--- config.mk ---
export PLATFORM = sky130hd
export DESIGN_NAME = scan_decoder_flat
export DESIGN_NICKNAME = d
export VERILOG_FILES = /design/src/rtl/scan_decoder_if.sv /design/src/rtl/scan_decoder.sv /design/src/flat_wrapper.sv
export SDC_FILE = /design/constraint.sdc
export NUM_CORES = 1
export LEC_CHECK = 0
export ABC_CLOCK_PERIOD_IN_PS = 2780
export BUFFER_PORTS_ARGS = -buffer_cell sky130_fd_sc_hd__buf_2
export CAP_MARGIN = 20
export CORE_UTILIZATION = 50
export CTS_BUF_LIST = sky130_fd_sc_hd__clkbuf_4
export CTS_CLUSTER_SIZE = 30
export DETAILED_ROUTE_END_ITERATION = 16
export HOLD_SLACK_MARGIN = 0.06
export PLACE_DENSITY = 0.79
export RECOVER_POWER = 25
export SYNTH_ARGS = -nofsm -noshare
export SYNTH_HDL_FRONTEND = slang
export SYNTH_SLANG_ARGS = --single-unit
--- constraint.sdc ---
create_clock -name clk -period 2.78 [get_ports clk]
set_clock_uncertainty 0.15 [all_clocks]
set_input_delay 0 -clock clk [delete_from_list [all_inputs] [get_ports clk]]
set_output_delay 0 -clock clk [all_outputs]
set_load 0.05 [all_outputs]
--- src/rtl/scan_decoder_if.sv ---
// Bundle of control inputs and decoded outputs shared by scan_decoder and its driver.
// All outputs are registered inside the decoder; the master side owns the controls.
interface scan_decoder_if #(
  parameter int WIDTH       = 16,
  parameter int DWELL_WIDTH = 8
);
  localparam int IDX_W = $clog2(WIDTH);

  logic                   enable;
  logic [1:0]             mode;
  logic [IDX_W-1:0]       sel;
  logic                   load;
  logic [DWELL_WIDTH-1:0] dwell;
  logic [WIDTH-1:0]       out;
  logic [IDX_W-1:0]       index;
  logic                   wrap;

  modport master (output enable, mode, sel, load, dwell, input out, index, wrap);
  modport slave  (input enable, mode, sel, load, dwell, output out, index, wrap);
endinterface

--- src/rtl/scan_decoder.sv ---
// Registered WIDTH-line decoder: direct one-hot, thermometer fill, and up/down scanning
// with a programmable per-position dwell and a one-cycle wrap strobe.
module scan_decoder #(
  parameter int WIDTH       = 16,
  parameter int DWELL_WIDTH = 8
) (
  input  logic          clk,
  input  logic          reset,
  scan_decoder_if.slave bus
);
  localparam int IDX_W = $clog2(WIDTH);
  localparam logic [IDX_W:0]   WIDTH_L = (IDX_W + 1)'(WIDTH);
  localparam logic [IDX_W-1:0] MAX_IDX = IDX_W'(WIDTH - 1);
  localparam logic [1:0]       MODE_THERMO = 2'b01;

  logic [WIDTH-1:0]       out_q, out_d;
  logic [IDX_W-1:0]       index_q, index_d;
  logic                   wrap_q, wrap_d;
  logic [DWELL_WIDTH-1:0] dwell_cnt_q, dwell_cnt_d;
  logic [DWELL_WIDTH-1:0] dwell_reg_q, dwell_reg_d;
  logic [1:0]             mode_q, mode_d;
  logic                   mode_vld_q, mode_vld_d;
  logic                   sel_ok;
  logic                   mode_chg;
  logic                   blank;

  always_comb begin
    index_d     = index_q;
    dwell_cnt_d = dwell_cnt_q;
    dwell_reg_d = dwell_reg_q;
    mode_d      = mode_q;
    mode_vld_d  = mode_vld_q;
    wrap_d      = 1'b0;
    blank       = 1'b0;
    out_d       = '0;
    sel_ok      = ({1'b0, bus.sel} < WIDTH_L);
    // mode_vld_q keeps the first edge after reset from looking like a mode change
    mode_chg    = mode_vld_q && (bus.mode != mode_q);

    if (bus.enable) begin
      mode_d     = bus.mode;
      mode_vld_d = 1'b1;
      if (!bus.mode[1]) begin
        if (sel_ok) index_d = bus.sel;
        else        blank   = 1'b1;
        if (bus.load) begin
          dwell_reg_d = bus.dwell;
          dwell_cnt_d = bus.dwell;
        end else if (mode_chg) begin
          dwell_cnt_d = dwell_reg_q;
        end
      end else if (bus.load) begin
        index_d     = sel_ok ? bus.sel : MAX_IDX;
        dwell_reg_d = bus.dwell;
        dwell_cnt_d = bus.dwell;
      end else if (mode_chg) begin
        dwell_cnt_d = dwell_reg_q;
      end else if (dwell_cnt_q != '0) begin
        dwell_cnt_d = dwell_cnt_q - 1'b1;
      end else begin
        dwell_cnt_d = dwell_reg_q;
        if (!bus.mode[0]) begin
          if (index_q == MAX_IDX) begin
            index_d = '0;
            wrap_d  = 1'b1;
          end else begin
            index_d = index_q + 1'b1;
          end
        end else begin
          if (index_q == '0) begin
            index_d = MAX_IDX;
            wrap_d  = 1'b1;
          end else begin
            index_d = index_q - 1'b1;
          end
        end
      end

      // Decode the next index so out and index always agree in the same cycle
      if (!blank) begin
        for (int k = 0; k < WIDTH; k++) begin
          if (bus.mode == MODE_THERMO) out_d[k] = (IDX_W'(k) <= index_d);
          else                         out_d[k] = (IDX_W'(k) == index_d);
        end
      end
    end
  end

  always_ff @(posedge clk) begin
    if (reset) begin
      out_q       <= '0;
      index_q     <= '0;
      wrap_q      <= 1'b0;
      dwell_cnt_q <= '0;
      dwell_reg_q <= '0;
      mode_q      <= '0;
      mode_vld_q  <= 1'b0;
    end else begin
      out_q       <= out_d;
      index_q     <= index_d;
      wrap_q      <= wrap_d;
      dwell_cnt_q <= dwell_cnt_d;
      dwell_reg_q <= dwell_reg_d;
      mode_q      <= mode_d;
      mode_vld_q  <= mode_vld_d;
    end
  end

  assign bus.out   = out_q;
  assign bus.index = index_q;
  assign bus.wrap  = wrap_q;
endmodule

--- src/flat_wrapper.sv ---
// flat-port wrapper written by rule: the top's interface ports become plain ports
module scan_decoder_flat 
#(
  parameter int WIDTH       = 16,
  parameter int DWELL_WIDTH = 8
)
  (clk, reset, bus_enable, bus_mode, bus_sel, bus_load, bus_dwell, bus_out, bus_index, bus_wrap);
  scan_decoder_if #(.WIDTH(WIDTH), .DWELL_WIDTH(DWELL_WIDTH)) bus_i ();
  input  logic clk;
  input  logic reset;
  input wire logic [$bits(bus_i.enable)-1:0] bus_enable;
  input wire logic [$bits(bus_i.mode)-1:0] bus_mode;
  input wire logic [$bits(bus_i.sel)-1:0] bus_sel;
  input wire logic [$bits(bus_i.load)-1:0] bus_load;
  input wire logic [$bits(bus_i.dwell)-1:0] bus_dwell;
  output wire logic [$bits(bus_i.out)-1:0] bus_out;
  output wire logic [$bits(bus_i.index)-1:0] bus_index;
  output wire logic [$bits(bus_i.wrap)-1:0] bus_wrap;
  assign bus_i.enable = bus_enable;
  assign bus_i.mode = bus_mode;
  assign bus_i.sel = bus_sel;
  assign bus_i.load = bus_load;
  assign bus_i.dwell = bus_dwell;
  assign bus_out = bus_i.out;
  assign bus_index = bus_i.index;
  assign bus_wrap = bus_i.wrap;
  scan_decoder #(.WIDTH(WIDTH), .DWELL_WIDTH(DWELL_WIDTH)) u_core (.clk(clk), .reset(reset), .bus(bus_i));
endmodule
==> results.sh <==
export IMPL_run_status="complete, no violations"
export IMPL_die_height_um=67.5
export IMPL_worstPathRequired_ns=2.95
export IMPL_fmax_mhz=388
export IMPL_min_period_over_period=0.928
export IMPL_h_tree_depth=2
export IMPL_slowest_stage="or4_4"
export IMPL_dieWidth_um=67.5
export IMPL_die_area_um2=4550
export IMPL_finalMaxSlewViolations=0
export IMPL_finalCriticalPeriod_ns=2.58
export IMPL_dp_hpwl_um=3300
export IMPL_netlist_area_um2=2140
export IMPL_met3_wirelength_um=262
export IMPL_netlist_area_leader_share=0.374
export IMPL_path_cells="inv_1 -> ha_1 -> nor3b_1 -> nand2_2 -> or4_4 -> a31o_4 -> nand2_4 -> mux2_1 -> nor2_1"
export IMPL_dr_total_vias=2099
export IMPL_gp_congestion=0.860
export IMPL_cp_start_kind="register"
export IMPL_gr_usage_all_layers=0.249
export IMPL_ioPinCount=39
export IMPL_drive_above_1_share=0.170
export IMPL_hold_viol=0
export IMPL_wirelength_um=5240
export IMPL_cts_root_buffer="clkbuf_4"
export IMPL_p_leak_uw=0.00104
export IMPL_syn_nets=277
export IMPL_synth_area_leader_cell="dfxtp_1"
export IMPL_cts_clk_slew_worst_paths_ns=0.14
export IMPL_synthTopCellsByCount="40 x dfxtp_1, 34 x nor2_1, 29 x a21oi_1"
export IMPL_grt_pass1_vias=1874
export IMPL_first_iter_violations=188
export IMPL_antenna_left=0
export IMPL_slowest_delay_ns=0.53
export IMPL_end_kind="register"
export IMPL_synthArstFlopShare=0
export IMPL_start_util=0.528
export IMPL_finalSetupViolCount=0
export IMPL_synthCells=255
export IMPL_overflow=0
export IMPL_yosys_warnings=0
export IMPL_nFillCells=325
export IMPL_wl_per_cell_um=14.3
export IMPL_worst_pin_slew_ns=0.594
export IMPL_grt_max_degree=28
export IMPL_path_class="register to register"
export IMPL_synth_flop_cell="dfxtp_1"
export IMPL_numCtsBuffers=5
export IMPL_hold_class="primary input to register"
export IMPL_drc_errors=0
export IMPL_finalPower_uw=1430
export IMPL_slew_headroom=0.604
export IMPL_wl_met2_um=2570
export IMPL_numPortBuffers=38
export IMPL_area_delta_synth_final_pct=27.3
export IMPL_syn_area_per_cell_um2=8.41
export IMPL_synth_edf_count=0
export IMPL_num_antenna_cells=0
export IMPL_cts_buffer_depth=2
export IMPL_dr_max_layer_used="met4"
export IMPL_fp_row_count=23
export IMPL_cts_tree="built"
export IMPL_final_util=0.672
export IMPL_post_synth_top_count_cell="dfxtp_1"
export IMPL_grt_pass1_wl_um=8510
export IMPL_antenna_found_initial=0
export IMPL_tns_ns=0
export IMPL_synth_seq_cells=40
export IMPL_drv_cap=0
export IMPL_critPathMaxFanout=7
export IMPL_ir_worst_vdd_v=0.000303
export IMPL_met1Wirelength_um=2310
export IMPL_rsz0062_at_grt="no"
export IMPL_yosysUniqueCellTypes=55
export IMPL_synth_area_leaders="dfxtp_1 37%, a21oi_1 6.8%, a211oi_1 6.3%"
export IMPL_postCtsSetupRepairBufs=0
export IMPL_avgViaCountPerCell=5.70
export IMPL_dr_pass1_iters=4
export IMPL_core_um2=4060
export IMPL_clock_sinks=40
export IMPL_clk_latency_ns=0.36
export IMPL_finalNetCount=339
export IMPL_synth_seq_area_share=0.374
export IMPL_power_density_nw_per_um2=523
export IMPL_arrival_ns=2.75
-- worst paths after layout --
check | startpoint | end | slack (ns) | cells after the start
setup / recovery | u_core.dwell_cnt_q[0] | u_core.bus.out[9] | 0.20 | 9
hold / removal | bus_sel[3] | u_core.bus.out[5] | 0.32 | 4
setup reg to reg | u_core.dwell_cnt_q[0] | u_core.bus.out[9] | 0.20 | 9
hold reg to reg | u_core.dwell_reg_q[0] | u_core.dwell_reg_q[0] | 0.32 | 2
-- power by group --
group | total (µW) | internal, µW | switching (µW) | leakage (µW)
registers | 637 | 604 | 32.9 | 0.000328
logic | 381 | 148 | 233 | 0.000673
clock network | 409 | 192 | 217 | 0.0000418
total | 1430 | 944 | 483 | 0.00104
-- through the flow --
step           setup WS, ns  cells  hold WS (ns)  cell area, µm²
2_1_floorplan         0.247    255       -0.0126            2140
3_3_place_gp          0.345    327         0.120            2330
3_5_place_dp          0.277    327         0.130            2330
4_1_cts               0.208    368         0.313            2740
5_1_grt              0.0505    368         0.323            2730
6_report              0.200    368         0.315            2730
-- per-layer routing --
layer	track usage	up-vias
met1	0.303	978
met4	0.0957	0
met3	0.0642	14
met2	0.417	76
met5	0	-
li1	-	1031
-- flip-flops by register name, summed over array words and instances (netlist names) --
register	count
u_core.bus.out	16
u_core.bus.index	4
u_core.mode_vld_q	1
u_core.dwell_reg_q	8
u_core.bus.wrap	1
u_core.mode_q	2
u_core.dwell_cnt_q	8
-- cell usage in the layout (no fill, tap or decap), types with 2 or more instances in the layout --
master and n:
dfxtp_1 40, nor2_1 34, dlygate4sd3_1 33, a21oi_1 29, buf_2 25, nand2_1 23, a211oi_1 18, clkbuf_1 13
nand3_1 12, mux2i_1 6, inv_1 5, nand2b_1 5, clkbuf_4 5, xor2_1 4, o21ai_0 4, nor2b_1 4
ha_1 4, o21ai_1 3, nor4_1 3, xnor2_1 3, and2_1 2, nor3_1 2, o21bai_1 2, nor3_2 2
o31ai_1 2, buf_4 2
-- logic make-up (layout without fill, tap and decap cells) --
logic type	Yosys count	after routing	share of synthesized area
buf+inv	23	86	0.0467
flops	40	40	0.374
xor+xnor	8	8	0.0362
fa+ha+maj	4	4	0.0234
compound gates	73	73	0.248
mux	7	7	0.0333
simple gates	100	100	0.239
-- timing repair --
action / CTS / global route
gates resized for setup: 0 / 0
hold buffers: 33 / 0
endpoints found under the hold margin: 37 / 0
-- worst max-delay path, delay by kind of cell (launching register included) --
family / cells / cell delay, ns
and+or+nand+nor: 5 / 1.15
DFF: 1 / 0.36
muxes: 1 / 0.32
AOI/OAI and AO/OA: 1 / 0.30
adders and majority gates: 1 / 0.15
buffers and inverters: 1 / 0.10
-- layout make-up --
| class | count | area (µm²) | share of cell area |
|---|---|---|---|
| Timing Repair Buffer | 73 | 519 | 0.190 |
| Sequential cell | 40 | 801 | 0.294 |
| Clock buffer | 5 | 37.5 | 0.0138 |
| Tap cell | 50 | 62.6 | 0.0229 |
| Inverter | 5 | 18.8 | 0.00688 |
| Multi-Input combinational cell | 192 | 1240 | 0.456 |
| Clock inverter | 3 | 46.3 | 0.0170 |
No activity file was read; power rests on OpenSTA's default activity.
